<file path="src/rtl/regfile_wb_arbiter_pkg.sv">
// Shared constants for the writeback arbiter and the register-file instances.
// Requester indices, the x0 address and the default N/AW widths live here.
package regfile_wb_arbiter_pkg;

  localparam int N_DEF  = 32;
  localparam int AW_DEF = 5;
  localparam int X0     = 0;

  typedef enum logic {
    REQ_ALU = 1'b0,
    REQ_LSU = 1'b1
  } req_e;

endpackage

</file>
<file path="src/rtl/regfile_wb_arbiter_scoreboard.sv">
// Outstanding-load scoreboard: one bit per architectural register.
// Set beats clear on the same register; bit 0 is forced low.
module wb_scoreboard
  import regfile_wb_arbiter_pkg::*;
#(
  parameter int AW = AW_DEF
) (
  input  logic             clk,
  input  logic             rst,
  input  logic             set_en,
  input  logic [AW-1:0]    set_rd,
  input  logic             clr_en,
  input  logic [AW-1:0]    clr_rd,
  output logic [2**AW-1:0] busy
);

  logic [2**AW-1:0] busy_q;
  logic [2**AW-1:0] busy_d;

  always_comb begin
    busy_d = busy_q;
    if (clr_en) busy_d[clr_rd] = 1'b0;
    // A newly issued load supersedes the one returning to the same register.
    if (set_en) busy_d[set_rd] = 1'b1;
    busy_d[X0] = 1'b0;
  end

  always_ff @(posedge clk) begin
    if (rst) busy_q <= '0;
    else     busy_q <= busy_d;
  end

  assign busy = busy_q;

endmodule

</file>
<file path="src/rtl/regfile_wb_arbiter.sv">
// Round-robin arbiter for the single register-file write port (ALU vs load return),
// with a one-cycle output register, x0 write suppression and a load scoreboard.
module regfile_wb_arbiter
  import regfile_wb_arbiter_pkg::*;
#(
  parameter int N  = N_DEF,
  parameter int AW = AW_DEF
) (
  input  logic             clk,
  input  logic             rst,
  input  logic             alu_valid,
  input  logic [AW-1:0]    alu_rd,
  input  logic [N-1:0]     alu_wd,
  output logic             alu_ready,
  input  logic             lsu_valid,
  input  logic [AW-1:0]    lsu_rd,
  input  logic [N-1:0]     lsu_wd,
  output logic             lsu_ready,
  input  logic             hold,
  input  logic             ld_issue,
  input  logic [AW-1:0]    ld_issue_rd,
  output logic             rf_we,
  output logic [AW-1:0]    rf_rd,
  output logic [N-1:0]     rf_wd,
  output logic [2**AW-1:0] sb_busy
);

  // Handshake: a request is accepted when valid && ready in the same cycle;
  // requesters hold valid/rd/wd until then, and ready never looks at data.
  req_e last_q;

  always_comb begin
    alu_ready = 1'b0;
    lsu_ready = 1'b0;
    if (!hold) begin
      if (alu_valid && lsu_valid) begin
        if (last_q == REQ_LSU) alu_ready = 1'b1;
        else                   lsu_ready = 1'b1;
      end else begin
        alu_ready = alu_valid;
        lsu_ready = lsu_valid;
      end
    end
  end

  always_ff @(posedge clk) begin
    if (rst) begin
      last_q <= REQ_LSU;
      rf_we  <= 1'b0;
      rf_rd  <= '0;
      rf_wd  <= '0;
    end else if (alu_ready) begin
      last_q <= REQ_ALU;
      rf_we  <= (alu_rd != AW'(X0));
      rf_rd  <= alu_rd;
      rf_wd  <= alu_wd;
    end else if (lsu_ready) begin
      last_q <= REQ_LSU;
      rf_we  <= (lsu_rd != AW'(X0));
      rf_rd  <= lsu_rd;
      rf_wd  <= lsu_wd;
    end else begin
      rf_we  <= 1'b0;
    end
  end

  wb_scoreboard #(.AW(AW)) u_sb (
    .clk    (clk),
    .rst    (rst),
    .set_en (ld_issue && (ld_issue_rd != AW'(X0))),
    .set_rd (ld_issue_rd),
    .clr_en (lsu_ready),
    .clr_rd (lsu_rd),
    .busy   (sb_busy)
  );

endmodule

</file>
<file path="config.mk">
export PLATFORM = sky130hd
export DESIGN_NAME = regfile_wb_arbiter
export DESIGN_NICKNAME = d
export VERILOG_FILES = /design/src/rtl/regfile_wb_arbiter_pkg.sv /design/src/rtl/regfile_wb_arbiter_scoreboard.sv /design/src/rtl/regfile_wb_arbiter.sv
export SDC_FILE = /design/constraint.sdc
export NUM_CORES = 1
export LEC_CHECK = 0
export ABC_AREA = 1
export CORE_UTILIZATION = 30
export CTS_CLUSTER_DIAMETER = 80
export DETAILED_ROUTE_END_ITERATION = 8
export GPL_TIMING_DRIVEN = 0
export SLEW_MARGIN = 20
export SYNTH_ARGS = -nofsm -noshare
export SYNTH_HDL_FRONTEND = slang
export SYNTH_SLANG_ARGS = --single-unit
</file>
<file path="constraint.sdc">
create_clock -name clk -period 1.8 [get_ports clk]
set_clock_uncertainty 0.15 [all_clocks]
set_input_delay 0.18 -clock clk [delete_from_list [all_inputs] [get_ports clk]]
set_output_delay 0.18 -clock clk [all_outputs]
set_load 0.1 [all_outputs]
</file>
==> flow_metrics.py <==
metrics = {
    "die": {
        "dieArea_um2": 11830,
        "ios": 157,
        "core_area_um2": 10980,
        "die_h_um": 108.7,
        "rows": 38,
        "start_util_pct": 31.12,
        "chipWidth_um": 108.7,
    },
    "clock_network": {
        "tritoncts": "built",
        "clock_path_buffers": 2,
        "cts_max_level": 3,
        "clock_sinks": 70,
        "insertion_delay_ns": 0.32,
        "clkTransAtPathRegs_ns": 0.05,
        "cts_setup_buffers": 0,
        "cts_buffers": 9,
        "cts_root_buf": "clkbuf_16",
        "hold_buffers": 0,
    },
    "placed_design": {
        "port_buffers": 154,
        "dp_hpwl_um": 8592,
        "dp_worst_setup_slack_ns": -0.9726,
        "place_area_um2": 5135,
        "gp_congestion": 0.8729,
    },
    "routing": {
        "postRouteAntennaNets": 0,
        "routedWlPerCell_um": 13.21,
        "drt-initial-drc-count": 116,
        "dr.pass1.iters": 5,
        "totalWireLength_um": 11350,
        "viasPerCell": 4.490,
        "dr_total_vias": 3857,
        "drc": 0,
    },
    "setup_path": {
        "crit_fanout": 10,
        "worstPathRequired_ns": 1.47,
        "crit_arrival_ns": 1.39,
        "worstRegToRegCells": 9,
        "startpoint": "alu_valid",
        "r2r-end": "rf_wd[7]$_SDFFE_PP0P_",
        "reg2reg_slack_ns": 0.37,
        "endpoint": "alu_ready",
        "path_class": "input port to primary output",
        "r2r-start": "last_q$_SDFFE_PP1P_",
        "end_kind": "primary output",
        "startpoint_type": "input port",
    },
    "grt": {
        "grt_max_degree": 12,
        "antenna_found_initial": 0,
        "grt.total_usage_pct": 18.92,
        "grt_pass1_vias": 3528,
        "overflow": 0,
        "grt_pass1_wl_um": 17130,
    },
    "job": {
        "maxCapViolations": 0,
    },
    "pwr": {
        "switching_share_pct": 35.22,
        "p_comb_share_pct": 29.6,
        "power_frac_clock_pct": 36.5,
        "powerDensity_nw_per_um2": 895.1,
        "p_leak_nw": 2.473,
        "vdd_drop_max_v": 0.0005029,
        "power.switching_w": 0.001751,
        "p_int_w": 0.003220,
        "p_seq_share_pct": 33.9,
    },
    "cells_and_area": {
        "drive_above_1_share_pct": 15.02,
        "postLayoutCellArea_um2": 5554,
        "nets": 799,
        "area.growth.synth_to_final_pct": 62.48,
        "n_antenna_cell": 0,
    },
    "logic_synthesis": {
        "synth.avg_cell_area_um2": 6.226,
        "synth_fp_nets": 634,
        "synth_area_leaders": "dfxtp_1 41%, nand2_1 20%, nand3_1 11%",
        "netlist_area_um2": 3418,
        "syn_inst": 549,
        "yosys_register_bits": 70,
        "yosysTopAreaCell": "dfxtp_1",
        "synth_cell_type_count": 18,
        "synth_top_area_share_pct": 41.00,
        "synth_warnings": 0,
        "ys_seq_area_share_pct": 41.00,
    },
    "sta": {
        "setup_viol": 0,
        "hold_viol_final": 0,
        "fin_ws_ns": 0.07950,
        "finalSetupTns_ns": 0,
        "tightest_slew_ns": 0.8067,
        "clock.fmax_mhz": 581.2,
        "timing.final.crit_share_pct": 95.58,
        "timing.slew.headroom_pct": 46.02,
        "maxSlewViolCount": 0,
        "finalCriticalPeriod_ns": 1.721,
        "rsz0062_at_grt": "no",
    },
    "hold_path": {
        "hp-class": "input port to register",
    },
    "run_status": {
        "run_status": "finished clean",
    },
}
==> power by group through the flow <==
| stage | registers, W | clock network, W | logic, W |
|---|---|---|---|
| global placement | 0.00171 | 0 | 0.00148 |
| floorplan | 0.00234 | 0 | 0.000390 |
| finish | 0.00168 | 0.00181 | 0.00147 |
| CTS | 0.00169 | 0.00184 | 0.00147 |
| detailed placement | 0.00172 | 0 | 0.00149 |
| global route | 0.00170 | 0.00192 | 0.00156 |
==> worst min path at each step <==
stage / start / end / slack (ns) / cells after the start
4_1_cts: rst / u_sb.busy[7]$_SDFF_PP0_ / 0.27 / 3
6_report: rst / rf_wd[13]$_SDFFE_PP0P_ / 0.28 / 5
2_1_floorplan: lsu_valid / last_q$_SDFFE_PP1P_ / 0.22 / 2
3_5_place_dp: u_sb.busy[2]$_SDFF_PP0_ / u_sb.busy[2]$_SDFF_PP0_ / 0.31 / 2
3_3_place_gp: u_sb.busy[31]$_SDFF_PP0_ / u_sb.busy[31]$_SDFF_PP0_ / 0.30 / 2
5_1_grt: rst / u_sb.busy[3]$_SDFF_PP0_ / 0.30 / 3
==> cells in the mapped netlist <==
cell      instances
buf_6             4
conb_1            1
buf_1             2
and3_1            1
o21ai_0           2
nand3_1          73
buf_4             5
nand2_1         181
a21oi_1          32
nor2_1           94
nor2_2            1
buf_2            13
nor3_1            3
dfxtp_1          70
inv_1            59
nand4_1           3
clkbuf_1          4
o211ai_1          1
==> logic make-up after synthesis <==
logic type             count (synthesis)  synth area share (%)
other                                  1                0.1097
and+or+nand+nor                      356                 42.24
buffers and inverters                 87                 11.46
DFF                                   70                 41.00
AOI/OAI and AO/OA                     35                 5.198
==> registers in the layout, indices dropped and copies added, names as in the netlist <==
register / count
rf_wd: 32
rf_rd: 5
rf_we: 1
u_sb.busy: 31
last_q: 1
==> final cells by class <==
class                   count  area [um^2]
clock buffers              13        260.3
well taps                 140        175.2
fillers                  1163         5429
plain buffers              28        175.2
multi-input cells         392         1630
repair buffers            154         1648
clock inverters             3        42.54
inverters                  59        221.5
flip-flops and latches     70         1401
==> worst max-delay path, stage by stage <==
cell,delay (ns)
clkdlybuf4s50_1,0.50
inv_1,0.05
nor2_1,0.08
nand2_1,0.09
inv_1,0.11
buf_4,0.19
buf_12,0.19
==> what timing repair did <==
| item | 4_1_cts | 5_1_grt |
|---|---|---|
| endpoints found under the setup margin | 71 | 2 |
| pin swaps | 0 | 0 |
| gates cloned | 0 | 0 |
| gates resized for setup | 225 | 3 |
==> cells in the final DEF (no fill, tap or decap), drive strengths merged <==
master	netlist	final
a21oi	32	32
and3	1	1
buf	24	26
bufinv	0	1
clkbuf	4	17
clkdlybuf4s15	0	69
clkdlybuf4s50	0	83
clkinv	0	1
clkinvlp	0	1
conb	1	1
dfxtp	70	70
inv	59	59
nand2	181	181
nand3	73	73
nand4	3	3
nor2	95	95
nor3	3	3
o211ai	1	1
o21ai	2	2
==> metrics by stage <==
| stage | power [W] | cells | util, % | hold slack (ns) |
|---|---|---|---|---|
| after floorplan | 0.002729 | 549 | - | 0.2163 |
| after global placement | 0.003193 | 843 | 46.75 | 0.2993 |
| after detailed placement | 0.003207 | 843 | 46.75 | 0.3072 |
| after CTS | 0.005001 | 859 | 50.43 | 0.2685 |
| after global routing | 0.005172 | 859 | 50.57 | 0.2953 |
| final | 0.004971 | 859 | 50.57 | 0.2817 |
==> metal layers <==
| layer | part of all wire [%] | wire length, um | vias to the layer above | track usage, % |
|---|---|---|---|---|
| met3 | 6.5 | 735 | 16 | 4.124 |
| met1 | 45 | 5061 | 1701 | 22.77 |
| met5 | 0 | 0 | - | 0 |
| met4 | 1.5 | 168 | 0 | 6.274 |
| li1 | - | - | 2017 | - |
| met2 | 47 | 5382 | 123 | 33.18 |
Power figures use the tool's default switching activity.
